**src/rtl/dl_reg_pipe_if.sv**
```systemverilog
// dl_reg_pipe_if
//   Bundles the data/control signals of one dl_reg_pipe instance.
//   Clock and reset are not part of the bundle; they stay plain ports on
//   the pipe itself.
//
//   en     : pipeline advances on this edge (1) or holds (0)
//   clr    : synchronous clear of all stages, wins over en
//   d      : data word captured at posedge
//   d_vld  : valid flag travelling with d
//   q      : last-stage data
//   q_vld  : last-stage valid flag
//   q_chg  : one-cycle pulse, q changed at the previous edge
//
//   master : the side that drives d/controls and observes q
//   slave  : the pipe itself
interface dl_reg_pipe_if #(
  parameter int unsigned NUM_BITS = 32
);
  logic                en;
  logic                clr;
  logic [NUM_BITS-1:0] d;
  logic                d_vld;
  logic [NUM_BITS-1:0] q;
  logic                q_vld;
  logic                q_chg;

  modport master (
    output en, clr, d, d_vld,
    input  q, q_vld, q_chg
  );

  modport slave (
    input  en, clr, d, d_vld,
    output q, q_vld, q_chg
  );
endinterface

```
**src/rtl/dl_reg_pipe.sv**
```systemverilog
// dl_reg_pipe
//   Generic D-register / register pipeline with load enable, synchronous
//   clear, a travelling valid flag and a value-change strobe. Used as the
//   flop stage for datapath retiming and pipeline registers.
//
//   Parameters
//     NUM_BITS   : data width (>= 1)
//     NUM_STAGES : register stages between d and q (>= 1)
//     RESET_VAL  : value loaded into every data stage on reset or clear
//
//   Ports
//     clk    : single clock, all state updates on posedge
//     rst_n  : asynchronous active-low reset
//     bus    : slave side of dl_reg_pipe_if (en, clr, d, d_vld in;
//              q, q_vld, q_chg out)
//
//   q is the last data stage, fully registered; there is no combinational
//   path from d to q.
module dl_reg_pipe #(
  parameter int unsigned         NUM_BITS   = 32,
  parameter int unsigned         NUM_STAGES = 1,
  parameter logic [NUM_BITS-1:0] RESET_VAL  = '0
) (
  input  logic         clk,
  input  logic         rst_n,
  dl_reg_pipe_if.slave bus
);

  if (NUM_STAGES < 1) begin : g_bad_stages
    $error("dl_reg_pipe: NUM_STAGES must be >= 1");
  end

  if (NUM_BITS < 1) begin : g_bad_bits
    $error("dl_reg_pipe: NUM_BITS must be >= 1");
  end

  localparam int unsigned LAST = NUM_STAGES - 1;

  // Stage 0 is the capture stage, stage LAST drives q.
  logic [NUM_BITS-1:0] data_q   [NUM_STAGES];
  logic [NUM_BITS-1:0] data_nxt [NUM_STAGES];
  logic [NUM_STAGES-1:0] vld_q;
  logic [NUM_STAGES-1:0] vld_nxt;
  logic                  chg_q;
  logic                  chg_nxt;

  // Next state of the whole pipe: clr > en > hold.
  always_comb begin
    data_nxt = data_q;
    vld_nxt  = vld_q;
    if (bus.clr) begin
      for (int unsigned i = 0; i < NUM_STAGES; i++) begin
        data_nxt[i] = RESET_VAL;
      end
      vld_nxt = '0;
    end else if (bus.en) begin
      data_nxt[0] = bus.d;
      vld_nxt[0]  = bus.d_vld;
      for (int unsigned i = 1; i < NUM_STAGES; i++) begin
        data_nxt[i] = data_q[i-1];
        vld_nxt[i]  = vld_q[i-1];
      end
    end
  end

  // Change strobe compares the last stage before and after this edge, so a
  // clear that actually alters q also pulses it. Inequality (not !==) keeps
  // X on d visible on the strobe instead of masking it.
  always_comb begin
    chg_nxt = (data_nxt[LAST] != data_q[LAST]);
  end

  always_ff @(posedge clk or negedge rst_n) begin
    if (!rst_n) begin
      for (int unsigned i = 0; i < NUM_STAGES; i++) begin
        data_q[i] <= RESET_VAL;
      end
      vld_q <= '0;
      chg_q <= 1'b0;
    end else begin
      for (int unsigned i = 0; i < NUM_STAGES; i++) begin
        data_q[i] <= data_nxt[i];
      end
      vld_q <= vld_nxt;
      chg_q <= chg_nxt;
    end
  end

  assign bus.q     = data_q[LAST];
  assign bus.q_vld = vld_q[LAST];
  assign bus.q_chg = chg_q;

endmodule

```
**src/flat_wrapper.sv**
```systemverilog
// flat-port wrapper written by rule: the top's interface ports become plain ports
module dl_reg_pipe_flat 
#(
  parameter int unsigned         NUM_BITS   = 32,
  parameter int unsigned         NUM_STAGES = 1,
  parameter logic [NUM_BITS-1:0] RESET_VAL  = '0
)
  (clk, rst_n, bus_en, bus_clr, bus_d, bus_d_vld, bus_q, bus_q_vld, bus_q_chg);
  dl_reg_pipe_if #(.NUM_BITS(NUM_BITS)) bus_i ();
  input  logic clk;
  input  logic rst_n;
  input wire logic [$bits(bus_i.en)-1:0] bus_en;
  input wire logic [$bits(bus_i.clr)-1:0] bus_clr;
  input wire logic [$bits(bus_i.d)-1:0] bus_d;
  input wire logic [$bits(bus_i.d_vld)-1:0] bus_d_vld;
  output wire logic [$bits(bus_i.q)-1:0] bus_q;
  output wire logic [$bits(bus_i.q_vld)-1:0] bus_q_vld;
  output wire logic [$bits(bus_i.q_chg)-1:0] bus_q_chg;
  assign bus_i.en = bus_en;
  assign bus_i.clr = bus_clr;
  assign bus_i.d = bus_d;
  assign bus_i.d_vld = bus_d_vld;
  assign bus_q = bus_i.q;
  assign bus_q_vld = bus_i.q_vld;
  assign bus_q_chg = bus_i.q_chg;
  dl_reg_pipe #(.NUM_BITS(NUM_BITS), .NUM_STAGES(NUM_STAGES), .RESET_VAL(RESET_VAL)) u_core (.clk(clk), .rst_n(rst_n), .bus(bus_i));
endmodule
```
**config.mk**
```make
export PLATFORM = sky130hd
export DESIGN_NAME = dl_reg_pipe_flat
export DESIGN_NICKNAME = d
export VERILOG_FILES = /design/src/rtl/dl_reg_pipe_if.sv /design/src/rtl/dl_reg_pipe.sv /design/src/flat_wrapper.sv
export SDC_FILE = /design/constraint.sdc
export NUM_CORES = 1
export LEC_CHECK = 0
export CAP_MARGIN = 10
export CORE_AREA = 2 2 69 71
export DETAILED_ROUTE_END_ITERATION = 12
export DIE_AREA = 0 0 71 73
export GPL_TIMING_DRIVEN = 0
export PLACE_DENSITY = 0.76
export SETUP_SLACK_MARGIN = 0.4
export SYNTH_ARGS = -nofsm -noshare
export SYNTH_HDL_FRONTEND = slang
export SYNTH_SLANG_ARGS = --single-unit
```
**constraint.sdc**
```tcl
create_clock -name clk -period 3.6 [get_ports clk]
set_input_delay 0.36 -clock clk [delete_from_list [all_inputs] [get_ports clk]]
set_output_delay 0.36 -clock clk [all_outputs]
set_load 0.05 [all_outputs]
```
==> results_dict.tcl <==
set metrics [dict create \
    dr.pass1.iters 6 \
    post_cts_buffers 0 \
    drt_iter0_drc 114 \
    fin_skew_ns 0.00452 \
    numCtsBuffers 5 \
    min_path_type "in -> async" \
    syn_to_final_growth_pct 43.7 \
    slew_headroom 0.485 \
    drive_above_1_share 0.0530 \
    synth_area_um2 1950 \
    min_period_ns 2.24 \
    yosysUniqueCellTypes 30 \
    leakage_nw 1.28 \
    htreeDepth 2 \
    cp-start-kind "input port" \
    first_global_vias 1787 \
    holdBufCountCts 0 \
    vias_per_cell 5.47 \
    row_count 25 \
    grt_max_degree 35 \
    vdd_drop_max_mv 0.217 \
    yosys_register_bits 34 \
    reg2reg_setup_slack_ns 1.39 \
    end_kind "register" \
    dp_hpwl_um 4320 \
    whs_ns 0.136 \
    slew_violations 0 \
    fin_crit_sh 0.621 \
    vias 1843 \
    setup_viol 0 \
    yosys-top-cells-area "dfrtp_1 44%, mux2i_1 17%, nor2_1 6.7%" \
    antenna_cells 0 \
    reg2reg_from "u_core.bus.q[9]$_DFF_PN0_" \
    worstPathArrival_ns 2.41 \
    antenna_found_initial 0 \
    fin_setup_tns_ns 0 \
    start_util 0.430 \
    place_ws_ns 1.05 \
    critPathSlowestCell "clkdlybuf4s50_1" \
    critical_path.cell_chain "clkdlybuf4s50_1, nor2b_1, a2111oi_0, nand4_1, or4_1, a221o_1" \
    r2r_cells 5 \
    crit_start "bus_d[9]" \
    worstPathRequired_ns 3.77 \
    hold_violations 0 \
    register_area_um2 851 \
    final_antenna_net_count 0 \
    die_area_um2 5180 \
    clockBufferDepth 2 \
    cp_max_fo 3 \
    track_usage 0.226 \
    yosysTopAreaCell "dfrtp_1" \
    drt-wirelength-per-cell_um 16.8 \
    clkLatencyLatePin_ns 0.29 \
    rsz0062_at_grt "false" \
    rr_endpoint "u_core.bus.q_chg$_DFF_PN0_" \
    path_class "in -> reg" \
    ios 71 \
    cts_resized 0 \
    die_w_um 71 \
    ys_seq_area_frac 0.437 \
    grt_pass1_wl_um 8830 \
    outcome "completed" \
    syn_inst 207 \
    max_stage_delay_ns 0.51 \
    postSynthAreaPerCell_um2 9.41 \
    place_congestion 0.885 \
    max_freq_ghz 0.447 \
    yosys_warnings 0 \
    synth.top_cell.area_share 0.437 \
    multi_input_area_um2 961 \
    root_buffer "clkbuf_8" \
    cts_tree "done" \
    wl_um 5670 \
    cts_sinks 34 \
    path_clk_slew_ns 0.07 \
    synth.net_count 244 \
    nNetsFinal 319 \
    core_area_um2 4540 \
    powerDensity_nw_per_um2 382 \
    overflow 0 \
    cap_violations 0 \
    die_h_um 73 \
    n_fill_cell 408 \
    drcViolationCount 0 \
    layout_setup_ws_ns 1.36 \
    tightest_slew_ns 0.773 \
    portBuffers 68 \
]
synthesized netlist by cell type (all sizes together):
| master | count |
|---|---|
| a2111oi | 7 |
| a221o | 1 |
| a222oi | 1 |
| a22oi | 2 |
| a2bb2oi | 1 |
| a31oi | 2 |
| buf | 2 |
| clkbuf | 6 |
| clkinv | 2 |
| dfrtp | 34 |
| inv | 24 |
| mux2i | 33 |
| nand2 | 1 |
| nand2b | 7 |
| nand3 | 1 |
| nand4 | 4 |
| nor2 | 35 |
| nor2b | 21 |
| nor3 | 1 |
| nor4 | 9 |
| o2111a | 1 |
| o2111ai | 1 |
| o21ai | 1 |
| o221ai | 1 |
| o22ai | 8 |
| or4 | 1 |
critical path: cells and delay by family:
kind / cells / cell delay, ns
AO/OA/AOI/OAI: 2 / 0.86
AND/OR/NAND/NOR: 3 / 0.68
buffers and inverters: 1 / 0.51
placed cells by master (no fill, tap or decap), drive strengths merged:
master         netlist  final
nor4                 9      9
nor2                35     35
nand2                1      1
or4                  1      1
nand4                4      4
clkinv               2      4
buf                  2      3
nand2b               7      7
nor3                 1      1
a22oi                2      2
clkdlybuf4s50        0     67
o2111ai              1      1
o22ai                8      8
a222oi               1      1
o21ai                1      1
a221o                1      1
o2111a               1      1
a31oi                2      2
nor2b               21     21
clkbuf               6     11
dfrtp               34     34
a2bb2oi              1      1
o221ai               1      1
bufinv               0      1
mux2i               33     33
nand3                1      1
a2111oi              7      7
inv                 24     24
how the worst max path moves through the flow:
stage / to / cells past startpoint
2_1_floorplan: u_core.bus.q_chg$_DFF_PN0_ / 5
3_3_place_gp: u_core.bus.q_chg$_DFF_PN0_ / 6
3_5_place_dp: u_core.bus.q_chg$_DFF_PN0_ / 6
4_1_cts: u_core.bus.q_chg$_DFF_PN0_ / 6
5_1_grt: u_core.bus.q_chg$_DFF_PN0_ / 6
6_report: u_core.bus.q_chg$_DFF_PN0_ / 6
per-layer routing:
| layer | up-vias | track usage | part of all wire |
|---|---|---|---|
| li1 | 871 | - | - |
| met1 | 898 | 0.297 | 0.45 |
| met2 | 63 | 0.378 | 0.47 |
| met3 | 11 | 0.0401 | 0.059 |
| met4 | 0 | 0.0818 | 0.016 |
| met5 | - | 0 | 0 |
where the power goes:
part / internal [W] / leakage (nW) / switching, W
clock network: 0.000204 / 0.0579 / 0.000147
logic: 0.000121 / 0.778 / 0.000167
registers: 0.000403 / 0.447 / 0.0000300
area by class of cell:
class,count,share of cell area
clock inverters,3,0.0143
flip-flops and latches,34,0.304
repair buffers,68,0.241
well taps,54,0.0241
plain buffers,8,0.0139
inverters,26,0.0349
multi-input cells,139,0.343
clock buffers,5,0.0246
flip-flops by register name (all words and copies together) (netlist names):
name	count
u_core.bus.q_vld	1
u_core.bus.q	32
u_core.bus.q_chg	1
per-stage QoR:
| stage | power [W] | util | cell area, um^2 | std cells |
|---|---|---|---|---|
| after floorplan | 0.000599 | - | 1950 | 207 |
| after global placement | 0.000725 | 0.594 | 2700 | 329 |
| after detailed placement | 0.000727 | 0.593 | 2690 | 329 |
| after CTS | 0.00108 | 0.617 | 2800 | 337 |
| after global routing | 0.00111 | 0.617 | 2800 | 337 |
| final | 0.00107 | 0.617 | 2800 | 337 |
logic make-up after synthesis:
kind of cell | share of synthesized area
simple gates | 0.214
buf+inv | 0.0700
flops | 0.437
mux | 0.170
compound gates | 0.110
Power figures use the tool's default switching activity.
